==> config.mk <==
export PLATFORM = sky130hd
export DESIGN_NAME = i2c_slave_regfile
export DESIGN_NICKNAME = d
export VERILOG_FILES = /design/src/rtl/i2c_pkg.sv /design/src/rtl/i2c_line_sync.sv /design/src/rtl/i2c_slave_regfile.sv
export SDC_FILE = /design/constraint.sdc
export NUM_CORES = 1
export LEC_CHECK = 0
export CORE_AREA = 4 4 84 125
export DETAILED_ROUTE_END_ITERATION = 16
export DIE_AREA = 0 0 88 129
export GPL_TIMING_DRIVEN = 0
export PLACE_DENSITY = 0.68
export SLEW_MARGIN = 15
export SYNTH_ARGS = -nofsm -noshare
export SYNTH_HDL_FRONTEND = slang
export SYNTH_SLANG_ARGS = --single-unit
==> constraint.sdc <==
create_clock -name clk -period 4.54 [get_ports clk]
set_input_delay 1.362 -clock clk [delete_from_list [all_inputs] [get_ports clk]]
set_output_delay 1.362 -clock clk [all_outputs]
set_load 0.01 [all_outputs]
==> src/rtl/i2c_pkg.sv <==
// Shared types and constants for the I2C target register file.
package i2c_pkg;

  typedef enum logic [3:0] {
    ST_IDLE,
    ST_ADDR,
    ST_ADDR_ACK,
    ST_PTR,
    ST_PTR_ACK,
    ST_WDATA,
    ST_WDATA_ACK,
    ST_RDATA,
    ST_RDATA_ACK,
    ST_IGNORE
  } i2c_state_t;

  localparam logic ACK  = 1'b0;
  localparam logic NACK = 1'b1;

  // Position of the R/W flag within the address byte.
  localparam int unsigned RW_BIT = 0;

endpackage

==> src/rtl/i2c_line_sync.sv <==
// Synchroniser, optional glitch filter and edge detector for one bus line.
// Optional filter compiled in with I2C_SLAVE_GLITCH_FILTER_EN.
module i2c_line_sync #(
  parameter int unsigned SYNC_STAGES = 2,
  parameter int unsigned FILTER_LEN  = 3
) (
  input  logic clk,
  input  logic rst,
  input  logic line_in,
  output logic level,
  output logic rise,
  output logic fall
);

`ifdef I2C_SLAVE_GLITCH_FILTER_EN
  localparam bit FILTER_ON = 1'b1;
`else
  localparam bit FILTER_ON = 1'b0;
`endif

  logic [SYNC_STAGES-1:0] sync_q;
  logic                   sync_out;
  logic                   prev_q;

  // Metastability chain; idle bus level is high.
  always_ff @(posedge clk) begin
    if (rst) begin
      sync_q <= '1;
    end else begin
      sync_q <= {sync_q[SYNC_STAGES-2:0], line_in};
    end
  end

  assign sync_out = sync_q[SYNC_STAGES-1];

  if (FILTER_ON && (FILTER_LEN >= 2)) begin : g_filter
    logic [FILTER_LEN-1:0] hist_q;
    logic                  filt_q;

    // Filtered level follows only after FILTER_LEN agreeing samples.
    always_ff @(posedge clk) begin
      if (rst) begin
        hist_q <= '1;
        filt_q <= 1'b1;
      end else begin
        hist_q <= {hist_q[FILTER_LEN-2:0], sync_out};
        if (&hist_q) begin
          filt_q <= 1'b1;
        end else if (~|hist_q) begin
          filt_q <= 1'b0;
        end
      end
    end

    assign level = filt_q;
  end else begin : g_direct
    assign level = sync_out;
  end

  // Previous sample for edge detection.
  always_ff @(posedge clk) begin
    if (rst) begin
      prev_q <= 1'b1;
    end else begin
      prev_q <= level;
    end
  end

  assign rise = level & ~prev_q;
  assign fall = ~level & prev_q;

endmodule

==> src/rtl/i2c_slave_regfile.sv <==
// I2C target with pointer-addressed byte register file and host port.
// Optional SCL/SDA glitch filter compiled in with I2C_SLAVE_GLITCH_FILTER_EN.
module i2c_slave_regfile
  import i2c_pkg::*;
#(
  parameter logic [6:0]  SLAVE_ADDR  = 7'h48,
  parameter int unsigned NUM_REGS    = 4,
  parameter int unsigned SYNC_STAGES = 2,
  parameter int unsigned FILTER_LEN  = 3
) (
  input  logic                        clk,
  input  logic                        rst,
  input  logic                        scl_in,
  input  logic                        sda_in,
  output logic                        sda_oe,
  output logic                        busy,
  input  logic                        host_we,
  input  logic [$clog2(NUM_REGS)-1:0] host_idx,
  input  logic [7:0]                  host_wdata,
  output logic [7:0]                  host_rdata,
  output logic                        i2c_wr_pulse,
  output logic [$clog2(NUM_REGS)-1:0] i2c_wr_idx
);

  localparam int unsigned IDX_W = $clog2(NUM_REGS);

  logic scl_s, scl_rise, scl_fall;
  logic sda_s, sda_rise, sda_fall;
  logic start_c, stop_c;

  i2c_state_t       state, state_n;
  logic [3:0]       bit_cnt, bit_cnt_n;
  logic [7:0]       shift, shift_n, shift_in;
  logic [IDX_W-1:0] ptr, ptr_n;
  logic             sda_oe_n;
  logic             rx_ack, rx_ack_n;
  logic             wr_pulse_n;
  logic [IDX_W-1:0] wr_idx_n;
  logic             bus_we;
  logic [IDX_W-1:0] bus_idx;
  logic [7:0]       bus_data;

  logic [7:0] regs [NUM_REGS];

  i2c_line_sync #(
    .SYNC_STAGES (SYNC_STAGES),
    .FILTER_LEN  (FILTER_LEN)
  ) u_scl_sync (
    .clk     (clk),
    .rst     (rst),
    .line_in (scl_in),
    .level   (scl_s),
    .rise    (scl_rise),
    .fall    (scl_fall)
  );

  i2c_line_sync #(
    .SYNC_STAGES (SYNC_STAGES),
    .FILTER_LEN  (FILTER_LEN)
  ) u_sda_sync (
    .clk     (clk),
    .rst     (rst),
    .line_in (sda_in),
    .level   (sda_s),
    .rise    (sda_rise),
    .fall    (sda_fall)
  );

  assign start_c  = sda_fall & scl_s;
  assign stop_c   = sda_rise & scl_s;
  assign shift_in = {shift[6:0], sda_s};

  assign busy       = (state != ST_IDLE);
  assign host_rdata = regs[host_idx];

  // Protocol state register and bus-side outputs.
  always_ff @(posedge clk) begin
    if (rst) begin
      state        <= ST_IDLE;
      bit_cnt      <= '0;
      shift        <= '0;
      ptr          <= '0;
      sda_oe       <= 1'b0;
      rx_ack       <= NACK;
      i2c_wr_pulse <= 1'b0;
      i2c_wr_idx   <= '0;
    end else begin
      state        <= state_n;
      bit_cnt      <= bit_cnt_n;
      shift        <= shift_n;
      ptr          <= ptr_n;
      sda_oe       <= sda_oe_n;
      rx_ack       <= rx_ack_n;
      i2c_wr_pulse <= wr_pulse_n;
      i2c_wr_idx   <= wr_idx_n;
    end
  end

  // Next-state logic: bus conditions first, then bit sampling on SCL rise
  // and SDA drive changes on SCL fall.
  always_comb begin
    state_n    = state;
    bit_cnt_n  = bit_cnt;
    shift_n    = shift;
    ptr_n      = ptr;
    sda_oe_n   = sda_oe;
    rx_ack_n   = rx_ack;
    wr_pulse_n = 1'b0;
    wr_idx_n   = i2c_wr_idx;
    bus_we     = 1'b0;
    bus_idx    = ptr;
    bus_data   = shift_in;

    if (start_c) begin
      state_n   = ST_ADDR;
      bit_cnt_n = '0;
      sda_oe_n  = 1'b0;
    end else if (stop_c) begin
      state_n   = ST_IDLE;
      bit_cnt_n = '0;
      sda_oe_n  = 1'b0;
    end else begin
      case (state)
        ST_ADDR: begin
          if (scl_rise) begin
            shift_n   = shift_in;
            bit_cnt_n = bit_cnt + 4'd1;
          end else if (scl_fall && (bit_cnt == 4'd8)) begin
            bit_cnt_n = '0;
            if (shift[7:1] == SLAVE_ADDR) begin
              state_n  = ST_ADDR_ACK;
              sda_oe_n = ~ACK;
            end else begin
              state_n  = ST_IGNORE;
              sda_oe_n = 1'b0;
            end
          end
        end

        ST_ADDR_ACK: begin
          // shift still holds the address byte, so the R/W flag is read here.
          if (scl_fall) begin
            bit_cnt_n = '0;
            if (shift[RW_BIT]) begin
              state_n  = ST_RDATA;
              shift_n  = regs[ptr];
              sda_oe_n = ~regs[ptr][7];
            end else begin
              state_n  = ST_PTR;
              sda_oe_n = 1'b0;
            end
          end
        end

        ST_PTR: begin
          if (scl_rise) begin
            shift_n   = shift_in;
            bit_cnt_n = bit_cnt + 4'd1;
          end else if (scl_fall && (bit_cnt == 4'd8)) begin
            bit_cnt_n = '0;
            ptr_n     = shift[IDX_W-1:0];
            state_n   = ST_PTR_ACK;
            sda_oe_n  = ~ACK;
          end
        end

        ST_PTR_ACK, ST_WDATA_ACK: begin
          if (scl_fall) begin
            bit_cnt_n = '0;
            state_n   = ST_WDATA;
            sda_oe_n  = 1'b0;
          end
        end

        ST_WDATA: begin
          if (scl_rise) begin
            shift_n   = shift_in;
            bit_cnt_n = bit_cnt + 4'd1;
            if (bit_cnt == 4'd7) begin
              bus_we     = 1'b1;
              wr_pulse_n = 1'b1;
              wr_idx_n   = ptr;
              ptr_n      = ptr + 1'b1;
            end
          end else if (scl_fall && (bit_cnt == 4'd8)) begin
            bit_cnt_n = '0;
            state_n   = ST_WDATA_ACK;
            sda_oe_n  = ~ACK;
          end
        end

        ST_RDATA: begin
          if (scl_rise) begin
            bit_cnt_n = bit_cnt + 4'd1;
          end else if (scl_fall) begin
            if (bit_cnt == 4'd8) begin
              bit_cnt_n = '0;
              state_n   = ST_RDATA_ACK;
              sda_oe_n  = 1'b0;
              ptr_n     = ptr + 1'b1;
            end else begin
              shift_n  = {shift[6:0], 1'b0};
              sda_oe_n = ~shift[6];
            end
          end
        end

        ST_RDATA_ACK: begin
          if (scl_rise) begin
            rx_ack_n = sda_s;
          end else if (scl_fall) begin
            bit_cnt_n = '0;
            if (rx_ack == NACK) begin
              state_n  = ST_IGNORE;
              sda_oe_n = 1'b0;
            end else begin
              state_n  = ST_RDATA;
              shift_n  = regs[ptr];
              sda_oe_n = ~regs[ptr][7];
            end
          end
        end

        default: begin
          sda_oe_n = 1'b0;
        end
      endcase
    end
  end

  // Register file: bus write has priority over a host write to the same index.
  always_ff @(posedge clk) begin
    if (rst) begin
      for (int unsigned i = 0; i < NUM_REGS; i++) begin
        regs[i] <= '0;
      end
    end else begin
      if (bus_we) begin
        regs[bus_idx] <= bus_data;
      end
      if (host_we && !(bus_we && (bus_idx == host_idx))) begin
        regs[host_idx] <= host_wdata;
      end
    end
  end

endmodule

==> impl_metrics.ini <==
[worst_setup_path]
slowest_stage = clkdlybuf4s50_1
path_max_fanout = 10
rr_worst_depth = 6
r2r_setup_slack_ns = 1.65
worst_ep_required_time_ns = 3.18
cp.buffers_inverters = 3
end_kind = output port
cp_common_cell = clkdlybuf4s50_1
slowest_delay_ns = 0.52
cp-startpoint = host_idx[1]
worst-path-stages = 4
r2r-start = u_scl_sync.sync_q[1]
path_class = input port to output port
path_cells = clkdlybuf4s50_1, clkbuf_2, mux4_2, clkdlybuf4s50_1
rr_endpoint = regs[0][7]
cp-start-kind = input port
crit_arrival_ns = 3.02
crit_path_end = host_rdata[3]
crit_family = buffers and inverters

[timing]
holdWs_ns = 0.4119
worstMarginPinSlew_ns = 0.7302
finalCritPeriodShare = 0.9649
drv_slew = 0
hold_violations = 0
setup_violations = 0
setup_slack_ns = 0.1595
fin_skew_ns = 0.003172
rsz0062_at_grt = no
period_needed_ns = 4.380
fmax_mhz = 228.3
slew_headroom = 0.5081

[floorplanning]
initial_core_util = 0.3929
die-area_um2 = 11350
pin_count = 28
die_w_um = 88
dieHeight_um = 129
fp-row-count = 43
fp.coreArea_um2 = 9308

[drt]
detail_route.wl_per_cell_um = 18.88
drc = 0
wl_mm = 9.513
vias = 2994
via_per_inst = 5.940
drt_iter0_markers = 186
drtPass1Iterations = 5
ant_nets = 0

[yosys]
synth_area_um2 = 3657
synth_area_leaders = edfxtp_1, dfxtp_1, mux4_2
synthArstFlopShare = 0
ys.flop_type = edfxtp_1
ys_ff_latch = 63
synth_top_area_share = 0.2627
yosys.area.top_type = edfxtp_1
synth_seq_area_share = 0.4324
syn_area_per_cell_um2 = 10.48
ys_warn_count = 0
ys_types = 62
syn-instance-count = 349
syn_nets = 368
synth_edf_count = 32

[layout]
layout_common_cells = edfxtp_1, dfxtp_1, nand2_1
nNetsFinal = 406
area_growth_pct = 20.01
drive_gt1_frac = 0.1633
fill_cells = 874
antenna_cells = 0
fin_area_um2 = 4389
final_common_cell = edfxtp_1

[grt]
grt_pass1_vias = 3020
grt_overflow = 0
grt_usage = 0.1789
grt_pass1_wl_mm = 15.40
grt_start_max_net_pins = 11
antenna_found_initial = 0

[status]
status = finished clean

[clock_tree]
clk_latency_ns = 0.33
clockBufferDepth = 2
post_cts_buffers = 0
numCtsBuffers = 9
clk_pin_slew_worst_paths_ns = 0.05
cts_max_level = 3
root_buffer = clkbuf_16
cts_tree = done
cts_sinks = 63

[pwr]
p_int_uw = 1405
vdd_drop_max_mv = 0.2268
cellPowerDensity_nw_per_um2 = 474.6
p_leak_uw = 0.001524
clkPwrFrac = 0.344
p_sw_uw = 678.0
pwr-share-seq = 0.344
power_uw = 2083
comb_power_share = 0.312
swShare = 0.3255

[placement]
place_congestion = 0.8792
portBuffers = 27
dpl.hpwl_mm = 7.268
place_area_um2 = 4068
post-place-ws_ns = -0.4656

[min_path]
hp-class = flip-flop to flip-flop
min_path_cells = 1

[flow_run]
cap_violations = 0
[logic make-up (layout without fill, tap and decap cells)]
kind of cell	Yosys count	after routing	synth area share
fa+ha+maj	4	4	0.01369
mux	21	21	0.1126
buf+inv	34	77	0.04037
xor+xnor	4	4	0.009578
compound gates	110	110	0.2138
flops	63	63	0.4324
simple gates	113	113	0.1776
[metrics by stage]
stage                     utilization  std cells  TNS (ns)
final                          0.4716        504         0
after global routing           0.4716        504         0
after CTS                      0.4709        504         0
after detailed placement       0.4370        488    -3.578
after global placement         0.4370        488    -3.535
after floorplan                     -        349         0
[layer usage]
layer / up-vias / GRT usage / part of all wire
li1: 1442 / - / -
met4: 0 / 0.08762 / 0.029
met1: 1458 / 0.1881 / 0.38
met5: - / 0 / 0
met3: 25 / 0.03908 / 0.033
met2: 69 / 0.3282 / 0.55
[how the worst min path moves through the flow]
stage / from / to / slack, ns
4_1_cts: u_sda_sync.sync_q[0] / u_sda_sync.sync_q[1] / 0.42
3_5_place_dp: u_sda_sync.sync_q[0] / u_sda_sync.sync_q[1] / 0.40
5_1_grt: u_scl_sync.sync_q[0] / u_scl_sync.sync_q[1] / 0.42
6_report: u_scl_sync.sync_q[0] / u_scl_sync.sync_q[1] / 0.41
2_1_floorplan: u_scl_sync.sync_q[0] / u_scl_sync.sync_q[1] / 0.39
3_3_place_gp: u_sda_sync.sync_q[0] / u_sda_sync.sync_q[1] / 0.39
[repair_timing]
action                                 4_1_cts  5_1_grt
hold buffers                                 0        0
setup endpoints to repair                    8        8
gates resized for setup                      4        2
endpoints found under the hold margin        0        0
[state kept, by name (all words and copies together) (netlist names), named ones only]
signal and flops:
i2c_wr_idx 2, bus_idx 2, bit_cnt 4, u_scl_sync.prev_q 1
u_sda_sync.sync_q 2, sda_oe 1, shift 8, regs 32
state 4, i2c_wr_pulse 1, u_scl_sync.sync_q 2, u_sda_sync.prev_q 1
rx_ack 1
[cell type report]
type | instances | area (um^2) | area share
multi-input combinational | 252 | 1928 | 0.4393
timing repair buffer | 27 | 272.8 | 0.06214
inverter | 9 | 33.78 | 0.007697
buffer | 25 | 126.4 | 0.02879
clock buffer | 12 | 236.5 | 0.05388
sequential | 63 | 1582 | 0.3603
clock inverter | 4 | 70.07 | 0.01596
tap | 112 | 140.1 | 0.03193
[cell usage after synthesis, drive strengths merged, types with 8 or more instances]
| library cell | count |
|---|---|
| a211oi | 8 |
| a21oi | 26 |
| a22o | 24 |
| buf | 13 |
| clkbuf | 12 |
| dfxtp | 31 |
| edfxtp | 32 |
| inv | 9 |
| mux4 | 16 |
| nand2 | 30 |
| nand3 | 11 |
| nand3b | 8 |
| nor2 | 16 |
| o21ai | 19 |
[power groups by stage]
stage          combinational, uW  clock (uW)  sequential [uW]
6_report                     649         717              716
3_3_place_gp                 631           0              723
4_1_cts                      646         725              716
5_1_grt                      709         755              724
3_5_place_dp                 640           0              727
2_1_floorplan                455           0              710
(Power assumes the default switching activity.)
